File: src/rtl/pc_sequencer.sv
// pc_sequencer: program-counter owner and instruction-fetch sequencer.
//
// Each instruction goes FETCH -> EXECUTE. FETCH holds a memory request open
// until mem_ready is seen. EXECUTE lasts one cycle, and at its closing edge
// the next PC is chosen from the opcode class: increment, branch target,
// call/return, or hold (HALT).
//
// Optional build macro: PC_SEQ_RETURN_STACK_EN
//   defined   : 4-entry return-address stack for CALL/RET, with a sticky
//               stack_error on overflow or underflow.
//   undefined : CALL is an unconditional branch, RET is sequential, and
//               stack_error is tied low.
//
// state    | meaning
// ---------+------------------------------------------------------------
// FETCH    | request word at program_counter, wait for mem_ready
// EXECUTE  | instruction latched (instruction_valid), next PC chosen
// HALT     | fetch stopped, PC held until a resume pulse

module pc_sequencer #(
  parameter int                  PC_WIDTH     = 12,
  parameter logic [PC_WIDTH-1:0] RESET_VECTOR = '0
) (
  input  logic                clock,
  input  logic                reset,
  input  logic [5:0]          operation,
  input  logic                branch_taken,
  input  logic [PC_WIDTH-1:0] branch_target,
  input  logic                mem_ready,
  input  logic                resume,
  output logic [PC_WIDTH-1:0] program_counter,
  output logic                fetch_request,
  output logic                instruction_valid,
  output logic [PC_WIDTH-1:0] link_address,
  output logic                halted,
  output logic                stack_error
);

  typedef enum logic [1:0] {
    ST_FETCH   = 2'd0,
    ST_EXECUTE = 2'd1,
    ST_HALT    = 2'd2
  } state_t;

  localparam logic [5:0] OP_BR_LO = 6'h12;
  localparam logic [5:0] OP_BR_HI = 6'h16;
  localparam logic [5:0] OP_CALL  = 6'h18;
  localparam logic [5:0] OP_RET   = 6'h19;
  localparam logic [5:0] OP_HALT  = 6'h3F;

  localparam logic [PC_WIDTH-1:0] PC_ONE = {{(PC_WIDTH-1){1'b0}}, 1'b1};

  state_t              state;
  logic [PC_WIDTH-1:0] pc_inc;
  logic [PC_WIDTH-1:0] exec_next_pc;
  logic                exec_halt;

`ifdef PC_SEQ_RETURN_STACK_EN
  logic [PC_WIDTH-1:0] ras_mem [4];
  logic [1:0]          ras_wp;
  logic [2:0]          ras_count;
  logic                ras_err;
  logic                ras_push;
  logic                ras_pop;
  logic [PC_WIDTH-1:0] ras_top;
`endif

  // Sequential successor; wraps modulo 2^PC_WIDTH and doubles as the link address.
  always_comb begin
    pc_inc       = program_counter + PC_ONE;
    link_address = pc_inc;
  end

  // Decode the opcode class and pick the PC that EXECUTE will commit.
  always_comb begin
    exec_next_pc = pc_inc;
    exec_halt    = 1'b0;
`ifdef PC_SEQ_RETURN_STACK_EN
    ras_push     = 1'b0;
    ras_pop      = 1'b0;
    ras_top      = ras_mem[ras_wp - 2'd1];
`endif
    if (operation >= OP_BR_LO && operation <= OP_BR_HI) begin
      if (branch_taken) exec_next_pc = branch_target;
    end else if (operation == OP_CALL) begin
      exec_next_pc = branch_target;
`ifdef PC_SEQ_RETURN_STACK_EN
      ras_push     = (state == ST_EXECUTE);
`endif
    end else if (operation == OP_RET) begin
`ifdef PC_SEQ_RETURN_STACK_EN
      // An empty stack falls back to the sequential PC.
      ras_pop = (state == ST_EXECUTE);
      if (ras_count != 3'd0) exec_next_pc = ras_top;
`endif
    end else if (operation == OP_HALT) begin
      exec_next_pc = program_counter;
      exec_halt    = 1'b1;
    end
  end

`ifdef PC_SEQ_RETURN_STACK_EN
  // Circular return stack: when it is full, the write pointer already points
  // at the oldest entry, so a push overwrites that entry.
  always_ff @(posedge clock) begin
    if (reset) begin
      ras_wp    <= 2'd0;
      ras_count <= 3'd0;
      ras_err   <= 1'b0;
    end else begin
      if (ras_push) begin
        ras_mem[ras_wp] <= link_address;
        ras_wp          <= ras_wp + 2'd1;
        if (ras_count == 3'd4) ras_err   <= 1'b1;
        else                   ras_count <= ras_count + 3'd1;
      end
      if (ras_pop) begin
        if (ras_count == 3'd0) begin
          ras_err <= 1'b1;
        end else begin
          ras_wp    <= ras_wp - 2'd1;
          ras_count <= ras_count - 3'd1;
        end
      end
    end
  end

  assign stack_error = ras_err;
`else
  assign stack_error = 1'b0;
`endif

  // Main sequencer: state, PC and registered handshake/status outputs.
  // fetch_request stays low for one cycle after reset, and mem_ready is
  // accepted only while the request is actually being driven.
  always_ff @(posedge clock) begin
    if (reset) begin
      state             <= ST_FETCH;
      program_counter   <= RESET_VECTOR;
      fetch_request     <= 1'b0;
      instruction_valid <= 1'b0;
      halted            <= 1'b0;
    end else begin
      case (state)
        ST_FETCH: begin
          instruction_valid <= 1'b0;
          if (fetch_request && mem_ready) begin
            state             <= ST_EXECUTE;
            instruction_valid <= 1'b1;
            fetch_request     <= 1'b0;
          end else begin
            fetch_request <= 1'b1;
          end
        end
        ST_EXECUTE: begin
          instruction_valid <= 1'b0;
          program_counter   <= exec_next_pc;
          if (exec_halt) begin
            state         <= ST_HALT;
            halted        <= 1'b1;
            fetch_request <= 1'b0;
          end else begin
            state         <= ST_FETCH;
            fetch_request <= 1'b1;
          end
        end
        ST_HALT: begin
          instruction_valid <= 1'b0;
          fetch_request     <= 1'b0;
          if (resume) begin
            program_counter <= pc_inc;
            state           <= ST_FETCH;
            halted          <= 1'b0;
            fetch_request   <= 1'b1;
          end
        end
        default: begin
          state             <= ST_FETCH;
          fetch_request     <= 1'b0;
          instruction_valid <= 1'b0;
          halted            <= 1'b0;
        end
      endcase
    end
  end

endmodule

File: config.mk
export PLATFORM = sky130hd
export DESIGN_NAME = pc_sequencer
export DESIGN_NICKNAME = d
export VERILOG_FILES = /design/src/rtl/pc_sequencer.sv
export SDC_FILE = /design/constraint.sdc
export NUM_CORES = 1
export LEC_CHECK = 0
export CORE_MARGIN = 8
export CORE_UTILIZATION = 55
export DETAILED_ROUTE_END_ITERATION = 16
export DONT_BUFFER_PORTS = 1
export PLACE_DENSITY_LB_ADDON = 0.3
export SLEW_MARGIN = 20
export SYNTH_ARGS = -nofsm -noshare
export SYNTH_HDL_FRONTEND = slang
export SYNTH_SLANG_ARGS = --single-unit
File: constraint.sdc
create_clock -name clock -period 1.75 [get_ports clock]
set_input_delay 0.525 -clock clock [delete_from_list [all_inputs] [get_ports clock]]
set_output_delay 0.525 -clock clock [all_outputs]
set_load 0.01 [all_outputs]
### Word-level counts from Yosys, hierarchy flattened

Cells that the tools add are included.

* bits in registers: 17

* $add $sub $neg: 1
* magnitude comparators: 2
* equal/unequal tests: 9
* muxes and demuxes: 23
* bitwise logic cells: 1
* reduce and logical (&&, ||, !) cells: 8

Operator list (number)
* $mux W12: 6
* $pmux W12 S2: 1
* $add A12 B1 Y12 const B: 1
* $eq A6 B5 Y1 const B: 2
* $mux W1: 10
* $eq A6 B6 Y1 const B: 1
* $ge A6 B5 Y1 const B: 1
* $le A6 B5 Y1 const B: 1
* $mux W2: 3
* $ne A2 B2 Y1 const B: 3
* $pmux W1 S3: 2
* $pmux W2 S3: 1
* $reduce_and A3 Y1: 2
* $ne A5 B5 Y1 const B: 1
* $eq A2 B1 Y1 const B: 1
* $eq A2 B2 Y1 const B: 1
* $logic_and A1 B1 Y1: 2
* $logic_not A2 Y1: 1
* $reduce_and A2 Y1: 1
* $reduce_bool A2 Y1: 1
* $reduce_or A2 Y1: 1
* $not A1 Y1: 1

### Logic depth before layout (Yosys ltp)

Gate-level depths: netlist of the first run.

* word-level depth: 7
* mapped depth: 7
* mapped depth without buffers: 6

### Worst setup path before layout of the first run

Ideal clock, no wire load.

* path kind: register to output
* from: register program_counter[0]
* to: output link_address[8]
* data arrival time: 1522 ps
* slack: -297 ps
* cell stages (with the launch flop): 7
* buffers on the path: 1
* cells stage by stage: dfxtp_1 ha_1 nand3_1 nand2b_1 clkbuf_1 nor2_1 xor2_1

* word-level cells in the longest chain between the ends: 1

RTL lines
* start, declared: line 31 `output logic [PC_WIDTH-1:0] program_counter,`
* start signal, assigned: line 157 `program_counter <= exec_next_pc;`
* start signal, assigned: line 171 `program_counter <= pc_inc;`
* $add A12 B1 Y12: line 70 `pc_inc = program_counter + PC_ONE;`
* end, declared: line 34 `output logic [PC_WIDTH-1:0] link_address,`

Every way passes these cells.

### Worst setup path after layout of the first run

* from: register program_counter[0]
* to: output link_address[7]

The elaborated chain is that of the path after synthesis.

==> results.md, run 1 <==
* First-pass GRT wire length at 5620 um
* Rows at 16
* Peak VDD IR at 0.586 mV
* P_leak at 0.000659 uW
* CTS max path bufs at 2
* Post-Place Worst Slack at 0.0495 ns
* Total number of vias at 1137
* TritonCTS buffer count at 3
* Via/cell ratio at 6.05
* Fin crit period at 2.03 ns
* Final Cell Area at 1560 um2
* Mapped Area at 1150 um2
* 1st-pass router iterations at 4
* Register area share after synthesis at 29.7%
* Finish-stage setup viols at 9
* Hold bufs inserted after CTS at 0
* Diode count at 0
* Sw power at 177 uW
* Post-synthesis instance total at 139
* Int Pwr at 516 uW
* Clock Pin Slew Worst Setup and Hold Paths at 0.10 ns
* Final #Nets at 186
* Worst setup SP type: flop
* GPL Wtd Cong at 0.881
* Crit share post-route at 116%
* Starting density of the core at 58.4%
* Cell-by-cell trace of the critical path: and4_4, buf_4, nand3_4, xnor2_2, buf_4
* # clock sinks at 17
* Area after DPL at 1350 um2
* DRT antenna net count at 0
* Share of layout cells above drive strength 1 at 35.4%
* Dominant synthesized flop cell: dfxtp_1
* P&R area growth vs syn at 35.9%
* Die Span X at 61.7 um
* Critical path's slowest cell: dfxtp_4
* Async SR Flop Fraction at 0%
* Root cell of the clock tree: clkbuf_4
* MaxCap Viol Count at 0
* Crit path max fanout at 6
* Sequential power share at 58.2%
* CP max stage delay at 0.42 ns
* Wire per inst at 19.8 um
* Fmax at 493 MHz
* Global route total overflow at 0
* Comb power frac at 10.7%
* Failing checks: negative setup slack
* Synth unique cells at 40
* Clock power share at 31.2%
* Crit path DAT at 1.50 ns
* Delay-heaviest family, CP: flip-flops
* Util after Layout at 79.4%
* Clk_lat worst skew at 0.30 ns
* Worst hold path startpoint: reset
* Vias in the first global route at 1176
* Core ar. at 1960 um2
* Post-DP HPWL at 2380 um
* Critical path type: flop to primary output
* Ports at 51
* Setup ws final at -0.277 ns
* Clock skew at 0.0114 ns
* WHS Endpoint: program_counter[0]$_SDFFE_PP0P_
* Antenna violations before repair at 0
* Final slew viol count at 0
* Status: finished with violations
* Clock H-tree levels at 1
* Die height at 61.7 um
* Switching Share at 25.6%
* Synth Net Count at 163
* Reg2reg end: program_counter[8]$_SDFFE_PP0P_
* Power per cell area at 445 nW/um2
* Worst Path Buf+Inv at 2
* Hold depth at 1
* Hold Crit Class: primary input to flop
* Pin count of the biggest net entering global routing at 19
* Residual DRC at 0
* Yosys warnings at 0
* Total track usage at 19.7%
* I/O Buffers at 0
* Routed WL at 3720 um
* Seq cells post-synth at 17
* Worst r2r src: program_counter[2]$_SDFFE_PP0P_
* Hold Slack at 0.274 ns
* Reg2reg setup slack at 0.09 ns
* RSZ-0062 raised after global routing: true
* Final Hold Viols at 0
* Initial DRC Count at 62
* Critical path capture point type: primary output
* Most frequent CP cell: buf_4
* Worst EP required at 1.22 ns
* Worst-case reg-to-reg path depth at 8
* Number of flops mapped to enable cells by yosys at 0
* Power Total at 693 uW
* CTS tree: built
* Die ar. at 3800 um2
* Mean post-synth cell area at 8.25 um2
worst max-delay path by stage:
| stage | startpoint | end | slack [ns] | depth (start not counted) |
|---|---|---|---|---|
| 2_1_floorplan | operation[1] | program_counter[3]$_SDFFE_PP0P_ | 0.007 | 6 |
| 3_3_place_gp | program_counter[0]$_SDFFE_PP0P_ | link_address[8] | 0.09 | 5 |
| 3_5_place_dp | operation[1] | program_counter[6]$_SDFFE_PP0P_ | 0.05 | 6 |
| 4_1_cts | program_counter[0]$_SDFFE_PP0P_ | link_address[10] | -0.23 | 5 |
| 5_1_grt | program_counter[2]$_SDFFE_PP0P_ | link_address[10] | -0.34 | 5 |
| 6_report | program_counter[0]$_SDFFE_PP0P_ | link_address[7] | -0.28 | 5 |
power groups by stage:
stage                     registers, uW  clock network (uW)  logic [uW]
after detailed placement            412                   0        72.1
after CTS                           403                 215        73.0
after global routing                405                 238        80.3
after global placement              411                   0        69.9
after floorplan                     412                   0        59.9
final                               403                 216        74.1
state kept, by name, summed over array words and instances (netlist names):
signal,flops
instruction_valid,1
state,2
fetch_request,1
halted,1
program_counter,12
metrics by stage:
step | setup TNS, ns | cells
after floorplan | 0 | 139
after global placement | 0 | 177
after detailed placement | 0 | 177
after CTS | -1.51 | 186
after global routing | -2.28 | 188
final | -1.68 | 188
timing repair:
action,4_1_cts,5_1_grt
setup endpoints to repair,9,10
gates resized for setup,9,14
setup buffers,5,3
pin swaps,8,9
cells in the mapped netlist (all sizes together) (2+ instances only):
cell type / number / share of area, %
a21oi: 8 / 3.5
and4: 2 / 1.5
buf: 3 / 2.1
clkbuf: 4 / 1.3
dfxtp: 17 / 30
inv: 8 / 2.6
mux2i: 9 / 7.9
nand2: 11 / 3.6
nand2b: 2 / 1.1
nand3: 6 / 2.6
nand4: 2 / 1.1
nor2: 15 / 4.9
nor2b: 5 / 2.7
nor3: 2 / 0.87
nor3b: 2 / 2.2
nor4: 2 / 1.1
o21a: 2 / 1.3
o21ai: 5 / 2.5
o2bb2ai: 3 / 2.3
o31ai: 2 / 2.9
o32ai: 6 / 4.6
xnor2: 8 / 6.1
xor2: 3 / 2.3
worst register-to-register path: stages (launching register included):
cell and delay [ns]:
dfxtp_1 0.38, buf_4 0.20, nand3_4 0.08, nand2b_4 0.19, buf_4 0.15, buf_4 0.14
nor3_1 0.21, mux2i_1 0.11, o2bb2ai_1 0.12
routing by layer:
| layer | vias up | routed length [um] | global-route usage, % |
|---|---|---|---|
| met5 | - | 0 | 0 |
| met4 | 0 | 30 | 7.14 |
| met3 | 5 | 228 | 7.10 |
| met2 | 38 | 2010 | 35.3 |
| met1 | 552 | 1450 | 20.4 |
| li1 | 542 | - | - |
final cells by class:
cell class | instances | area, um2
multi-input combinational | 107 | 910
fill | 120 | 404
sequential | 17 | 350
timing repair buffer | 25 | 208
tap | 27 | 33.8
inverter | 8 | 30.0
clock buffer | 4 | 26.3
cells by family after synthesis:
family                     Yosys count  share of synthesized area, %
adders and majority gates            1                          1.09
xor gates and xnor gates            11                          8.41
AOI/OAI and AO/OA                   31                          20.7
muxes                                9                          7.86
buffers and inverters               15                          6.00
other                                1                         0.327
and+or+nand+nor                     54                          25.9
DFF                                 17                          29.7
layout by cell type (no fill, tap or decap), types with 2 or more instances in the layout:
| cell | n |
|---|---|
| o32ai_1 | 6 |
| buf_6 | 2 |
| xnor2_1 | 2 |
| nand2_1 | 10 |
| clkbuf_4 | 3 |
| nor2_1 | 13 |
| nand3_1 | 4 |
| nor2_4 | 2 |
| buf_4 | 22 |
| xor2_2 | 3 |
| o21a_1 | 2 |
| nor4_1 | 2 |
| inv_1 | 8 |
| mux2i_1 | 9 |
| o21ai_0 | 3 |
| nand3_4 | 2 |
| xnor2_2 | 3 |
| nor3_1 | 2 |
| dfxtp_2 | 2 |
| xnor2_4 | 3 |
| nor2b_1 | 5 |
| nor3b_2 | 2 |
| dfxtp_1 | 13 |
| nand4_1 | 2 |
| o2bb2ai_1 | 3 |
| a21oi_1 | 8 |
| dfxtp_4 | 2 |
Note: power is estimated with default switching activity, not from simulation.
==> inputs of run 2 (changes only) <==
--- a/config.mk
+++ b/config.mk
@@ -7,6 +7,7 @@
 export LEC_CHECK = 0
 export CORE_MARGIN = 8
 export CORE_UTILIZATION = 55
+export CTS_CLUSTER_DIAMETER = 200
 export DETAILED_ROUTE_END_ITERATION = 16
 export DONT_BUFFER_PORTS = 1
 export PLACE_DENSITY_LB_ADDON = 0.3
==> results of run 2 <==
Same layout as run 1: the final DEF is identical, and so are final timing and power.
